===== src/rtl/pcie_drain.sv =====
// pcie_drain: drains two destination FIFOs (D0/D1) one word at a time into a
// single held output register. The two FIFOs are served round-robin.
// Timing: the pop strobe is in cycle N and valid_out is high from cycle N+2.
// Optional route check: define DRAIN_ROUTE_CHECK_EN to compare the word's
// destination bit (bit4) against the FIFO it came from. A mismatch sets a
// sticky error_out. Without the macro, error_out is tied low.
//
// state     | meaning
// ----------+-----------------------------------------------------------
// S_IDLE    | nothing in flight; waiting for enable and a non-empty FIFO
// S_POP     | one pop strobe to the selected FIFO this cycle
// S_CAPTURE | FIFO read data valid; register it, bump the per-FIFO count
// S_HOLD    | word presented on data_out until out_ready
module pcie_drain (
  input  logic       clk,
  input  logic       reset,
  input  logic       enable,
  input  logic       empty_D0,
  input  logic       empty_D1,
  input  logic [5:0] data_in0,
  input  logic [5:0] data_in1,
  input  logic       idle_in,
  input  logic       out_ready,
  output logic       pop_D0,
  output logic       pop_D1,
  output logic [5:0] data_out,
  output logic       valid_out,
  output logic       src_out,
  output logic [7:0] count_D0,
  output logic [7:0] count_D1,
  output logic       done_out,
  output logic       error_out
);

  typedef enum logic [1:0] {
    S_IDLE    = 2'd0,
    S_POP     = 2'd1,
    S_CAPTURE = 2'd2,
    S_HOLD    = 2'd3
  } state_t;

  state_t     state_q, state_d;
  // The FIFO being served, or the one served most recently. It resets to D1
  // so that the first tie after reset goes to D0.
  logic       sel_q, sel_d;
  logic [5:0] data_q, data_d;
  logic       valid_q, valid_d;
  logic       src_q, src_d;
  logic [7:0] cnt0_q, cnt0_d;
  logic [7:0] cnt1_q, cnt1_d;
  logic       done_q, done_d;

  logic       avail0, avail1;
  logic       can_pop;
  logic       pick;
  logic [5:0] cap_word;

  // Arbitration: on a tie, serve the FIFO that was not served last.
  always_comb begin
    avail0   = ~empty_D0;
    avail1   = ~empty_D1;
    can_pop  = enable & (avail0 | avail1);
    pick     = (avail0 & avail1) ? ~sel_q : avail1;
    cap_word = sel_q ? data_in1 : data_in0;
  end

`ifdef DRAIN_ROUTE_CHECK_EN
  logic err_q, err_d;
`endif

  // Next-state, datapath and strobe decode.
  always_comb begin
    state_d = state_q;
    sel_d   = sel_q;
    data_d  = data_q;
    valid_d = valid_q;
    src_d   = src_q;
    cnt0_d  = cnt0_q;
    cnt1_d  = cnt1_q;
    pop_D0  = 1'b0;
    pop_D1  = 1'b0;
`ifdef DRAIN_ROUTE_CHECK_EN
    err_d   = err_q;
`endif
    done_d  = (state_q == S_IDLE) & idle_in & empty_D0 & empty_D1;

    case (state_q)
      S_IDLE: begin
        if (can_pop) begin
          state_d = S_POP;
          sel_d   = pick;
        end
      end
      S_POP: begin
        // The pop is committed once issued, even if the empty flag now rises.
        pop_D0  = ~sel_q;
        pop_D1  = sel_q;
        state_d = S_CAPTURE;
      end
      S_CAPTURE: begin
        data_d  = cap_word;
        src_d   = sel_q;
        valid_d = 1'b1;
        if (!sel_q) begin
          if (cnt0_q != 8'hFF) cnt0_d = cnt0_q + 8'd1;
        end else begin
          if (cnt1_q != 8'hFF) cnt1_d = cnt1_q + 8'd1;
        end
`ifdef DRAIN_ROUTE_CHECK_EN
        if (cap_word[4] != sel_q) err_d = 1'b1;
`endif
        state_d = S_HOLD;
      end
      S_HOLD: begin
        if (out_ready) begin
          valid_d = 1'b0;
          if (can_pop) begin
            state_d = S_POP;
            sel_d   = pick;
          end else begin
            state_d = S_IDLE;
          end
        end
      end
      default: begin
        state_d = S_IDLE;
      end
    endcase
  end

  // State and datapath registers. Reset discards any captured word.
  always_ff @(posedge clk) begin
    if (reset) begin
      state_q <= S_IDLE;
      sel_q   <= 1'b1;
      data_q  <= 6'd0;
      valid_q <= 1'b0;
      src_q   <= 1'b0;
      cnt0_q  <= 8'd0;
      cnt1_q  <= 8'd0;
      done_q  <= 1'b0;
    end else begin
      state_q <= state_d;
      sel_q   <= sel_d;
      data_q  <= data_d;
      valid_q <= valid_d;
      src_q   <= src_d;
      cnt0_q  <= cnt0_d;
      cnt1_q  <= cnt1_d;
      done_q  <= done_d;
    end
  end

`ifdef DRAIN_ROUTE_CHECK_EN
  // Sticky route-mismatch flag; only reset clears it.
  always_ff @(posedge clk) begin
    if (reset) err_q <= 1'b0;
    else       err_q <= err_d;
  end
  assign error_out = err_q;
`else
  assign error_out = 1'b0;
`endif

  assign data_out  = data_q;
  assign valid_out = valid_q;
  assign src_out   = src_q;
  assign count_D0  = cnt0_q;
  assign count_D1  = cnt1_q;
  assign done_out  = done_q;

endmodule


===== config.mk =====
export PLATFORM = sky130hd
export DESIGN_NAME = pcie_drain
export DESIGN_NICKNAME = d
export VERILOG_FILES = /design/src/rtl/pcie_drain.sv
export SDC_FILE = /design/constraint.sdc
export NUM_CORES = 1
export LEC_CHECK = 0
export CAP_MARGIN = 20
export CORE_MARGIN = 1
export CORE_UTILIZATION = 55
export DETAILED_ROUTE_END_ITERATION = 7
export DONT_BUFFER_PORTS = 1
export PLACE_DENSITY = 0.73
export SLEW_MARGIN = 10
export SYNTH_ARGS = -nofsm -noshare
export SYNTH_HDL_FRONTEND = slang
export SYNTH_SLANG_ARGS = --single-unit

===== constraint.sdc =====
create_clock -name clk -period 1.7 [get_ports clk]
set_clock_uncertainty 0.05 [all_clocks]
set_input_delay 0.34 -clock clk [delete_from_list [all_inputs] [get_ports clk]]
set_output_delay 0.34 -clock clk [all_outputs]
set_load 0.02 [all_outputs]

**Word-level counts from Yosys, hierarchy flattened**

Cells that the tools add are included.

- Input port bits: 19
- Bits in registers: 28
- Output and inout bits: 28

- Bitwise gates (word level): 9
- Add/subtract/negate cells: 2
- Eq/ne operators: 7
- Reductions and logical operators: 8
- Muxes and demuxes: 13

Operators with widths:

| kind | number |
|---|---|
| adder 8 x 1 -> 8 bit, second input constant | 2 |
| != test 8 bit, second input constant | 2 |
| case mux 2 bit (4 select lines) | 1 |
| two-way mux 1 bit | 7 |
| two-way mux 6 bit | 1 |
| AND reduction 2 bit | 3 |
| AND reduction 3 bit | 2 |
| AND 1 bit | 5 |
| == test 2 bit, second input constant | 2 |
| two-way mux 2 bit | 2 |
| != test 2 bit, second input constant | 2 |
| case mux 1 bit (2 select lines) | 2 |
| nonzero test 2 bit | 2 |
| NOT 1 bit | 3 |
| == test 2 x 1 -> 1 bit, second input constant | 1 |
| zero test 2 bit | 1 |
| bitwise OR 1 bit | 1 |

**Logic depth before layout (Yosys ltp)**

Gate-level depths: netlist (run 1).

- Depth after elaboration: 6
- Depth in mapped cells: 8
- Mapped depth without buffers: 6

**Worst setup path before layout (run 1)**

OpenSTA, ideal clock, no wires.

- Kind: flip-flop to flip-flop
- From: reg state_q[0]
- To: reg cnt0_q[6] (netlist: count_D0[6])
- Arrival time: 1.550 ns
- Slack: 0.030 ns
- Stages on the path, launching flop included: 9
- Path buffers: 2
- Clock period less this slack: 1.670 ns
- Library setup time: 0.070 ns
- Cell sequence: dfxtp_1 > inv_1 > ha_1 > buf_4 > and2b_4 > o21ai_2 > buf_6 > or4_1 > a21oi_1

- Longest elaborated chain between the ends: 2

Ends and longest elaborated chain:

| what | RTL line | RTL |
|---|---|---|
| from (decl) | 42 | `state_t state_q, state_d;` |
| from (signal assigned) | 143 | `state_q <= state_d;` |
| == test 2 bit | 87 | `case (state_q)` |
| AND reduction 3 bit (no source line) | -- |  |
| to (signal assigned) | 148 | `cnt0_q <= cnt0_d;` |
| to (decl) | 49 | `logic [7:0] cnt0_q, cnt0_d;` |

No other way between the ends.
A chain may end at the register's enable or synchronous reset.

**Final worst setup path (run 1)**

- From: reg state_q[0]
- To: reg cnt0_q[5] (netlist: count_D0[5])

Same word-level chain as after synthesis.

==> metrics.csv, run 1 <==
stage,metric,value,unit
run_status,status,completed,
global_route,global-route wire length before repair,4.55,mm
synthesis,Synth Cell Area,1390,um^2
drt,routed via count,1151,
critical_path,CP Data Arrival Time,1.84,ns
synthesis,"Top FF cell, synth",dfxtp_1,
final_layout,"commonest non-fill, non-tap cell in the layout",dfxtp_1,
hold_path,HP Class,in -> reg,
drt,drt pass-1 iters,4,
final_layout,"non-filler cells, final",200,
critical_path,crit path capture type,register,
final_layout,Final #Nets,199,
floorplan,Rows,17,
placement,GPL Wtd Cong,0.872,
power_and_ir_drop,Power Total,1960,uW
sta,worst setup margin,0.0619,ns
power_and_ir_drop,Max IR drop VDD,0.00101,V
sta,RSZ-0062 raised after global routing,true,
sta,Setup TNS,0,ns
global_route,vias in the first global route,1120,
synthesis,post-synth net total,179,
global_route,pin count of the biggest net entering global routing,30,
clock_network,Root Buffer,clkbuf_4,
floorplan,I/O pins,47,
floorplan,Die Area,2720,um^2
drt,"antenna viol nets, final",0,
global_route,total grt overflow,0,
synthesis,Post-synth EDFFs,0,
drt,WL/cell,14.0,um
floorplan,core area,2300,um^2
drt,DR iter-0 viols,21,
critical_path,Crit Path Category,reg -> reg,
critical_path,Setup crit start kind,register,
drt,WL final,2.81,mm
clock_network,clk buf depth,2,
synthesis,"Seq/Total Area, Yosys",0.405,
synthesis,mean post-synth cell area,9.05,um^2
sta,Tmin final,1.64,ns
drt,DRC violations left,0,
placement,placed wire-length estimate,2.09,mm
synthesis,ys async rst share,0,
sta,"Hold Vio Cnt, Final",0,
power_and_ir_drop,LEAKAGE,0.000665,uW
clock_network,htree depth,1,
clock_network,postcts setup bufs,0,
sta,fin crit share,0.964,
final_layout,n_diodes,0,
clock_network,TritonCTS Buffers,3,
global_route,Tot GR Track Use,0.221,
placement,IO buf count,0,
synthesis,post-synth cell types,40,
final_layout,"leading cell types in the layout, fill and taps excluded","dfxtp_1, nor2_1, buf_4",
sta,Final setup viols,0,
synthesis,Synth Warn #,0,
clock_network,CTS sink cnt,28,
final_layout,Area Growth Syn to Fin,15.7,%
floorplan,Die Wd,52.2,um
floorplan,Die Ht,52.2,um
placement,Cells after DPL,194,
synthesis,"FF+latch count, synth",28,
drt,average vias per placed instance,5.76,
placement,worst slack at placement,0.0819,ns
floorplan,Initial Utilization,0.603,
global_route,antenna violations before repair,0,
sta,fmax,610,MHz
critical_path,largest fanout on the critical path,5,
critical_path,R2R Setup Slk,0.06,ns
clock_network,Worst-path clk slew,0.15,ns
synthesis,cell count after synthesis,153,
power_and_ir_drop,Power Density,1230,nW/um^2
clock_network,"Clk Latency, worst-skew pair",0.32,ns
flow_run,Max Cap Viol,0,
critical_path,Worst EP required,1.91,ns
clock_network,CTS tree,done,
sta,"Slew Viols, Final",0,
final_layout,share of cells above drive strength 1,0.209,
Yosys cell counts, drive strengths merged, types with 3 or more instances:
cell type / n / area [um^2]
a211oi: 6 / 45.0
a21oi: 7 / 35.0
and3: 3 / 18.8
buf: 6 / 38.8
dfxtp: 28 / 561
ha: 7 / 87.6
inv: 5 / 18.8
mux2i: 9 / 90.1
nand2: 7 / 26.3
nand3: 5 / 25.0
nand4: 3 / 18.8
nor2: 21 / 78.8
o211ai: 3 / 22.5
o21ai: 5 / 28.8
o31ai: 4 / 30.0
or4: 4 / 30.0
xor2: 5 / 43.8
cells by family (layout without fill, tap and decap cells):
family	after synthesis	count (layout)	share of synthesized area
adder cells (fa/ha/maj)	7	7	0.0632
multiplexers	11	11	0.0813
XOR/XNOR	6	6	0.0379
AND/OR/NAND/NOR	54	54	0.196
other	1	1	0.00271
buffers and inverters	13	32	0.0470
AO/OA/AOI/OAI	33	33	0.167
flip-flops	28	28	0.405
metrics by stage:
stage | hold slack, ns | util | area (um^2)
2_1_floorplan | 0.418 | - | 1390
3_3_place_gp | 0.362 | 0.667 | 1530
3_5_place_dp | 0.365 | 0.667 | 1530
4_1_cts | 0.00568 | 0.684 | 1570
5_1_grt | -0.0173 | 0.698 | 1600
6_report | 0.0180 | 0.698 | 1600
critical path, stage by stage (launching register included):
cell	delay [ns]
dfxtp_1	0.36
inv_1	0.08
ha_2	0.22
and2b_4	0.17
o21ai_2	0.07
or4_1	0.47
a21oi_1	0.16
where the power goes:
part           switching [uW]  internal (uW)
logic                     370            321
registers                 180            777
clock network             185            131
total                     735           1230
state kept, by name, indices dropped and copies added, names as in the netlist:
register / count
count_D1: 8
valid_out: 1
state_q: 2
count_D0: 8
data_out: 6
src_out: 1
sel_q: 1
done_out: 1
metal layers:
| layer | wire length, um | global-route usage | vias up |
|---|---|---|---|
| met5 | 0 | 0 | - |
| met4 | 17 | 0.0877 | 0 |
| met3 | 119 | 0.0522 | 2 |
| met2 | 1470 | 0.404 | 30 |
| met1 | 1200 | 0.244 | 540 |
| li1 | - | - | 579 |
cell type report:
class	instances	area (um^2)
Multi-Input combinational cell	112	773
Fill cell	189	694
Sequential cell	28	562
Timing Repair Buffer	23	178
Clock buffer	4	36.3
Tap cell	28	35.0
Inverter	5	18.8
final timing paths:
kind | startpoint | end | depth (start not counted)
worst min-delay path | reset | state_q[1] | 1
worst max register to register | state_q[0] | count_D0[5] | 6
worst max-delay path | state_q[0] | count_D0[5] | 6
worst min register to register | count_D0[7] | count_D0[7] | 2
what timing repair did:
action,in CTS,in global routing
setup endpoints to repair,1,7
pin swaps,0,0
resized for setup,1,4
hold buffers,0,2
gates cloned,0,0
hold endpoints to repair,0,18
Power figures use the tool's default switching activity.
==> run 2: changes to the inputs <==
--- a/config.mk
+++ b/config.mk
@@ -8,6 +8,7 @@
 export CAP_MARGIN = 20
 export CORE_MARGIN = 1
 export CORE_UTILIZATION = 55
+export CTS_CLUSTER_DIAMETER = 50
 export DETAILED_ROUTE_END_ITERATION = 7
 export DONT_BUFFER_PORTS = 1
 export PLACE_DENSITY = 0.73
==> results of run 2 <==
Same layout as run 1: the final DEF is identical, and so are final timing and power.
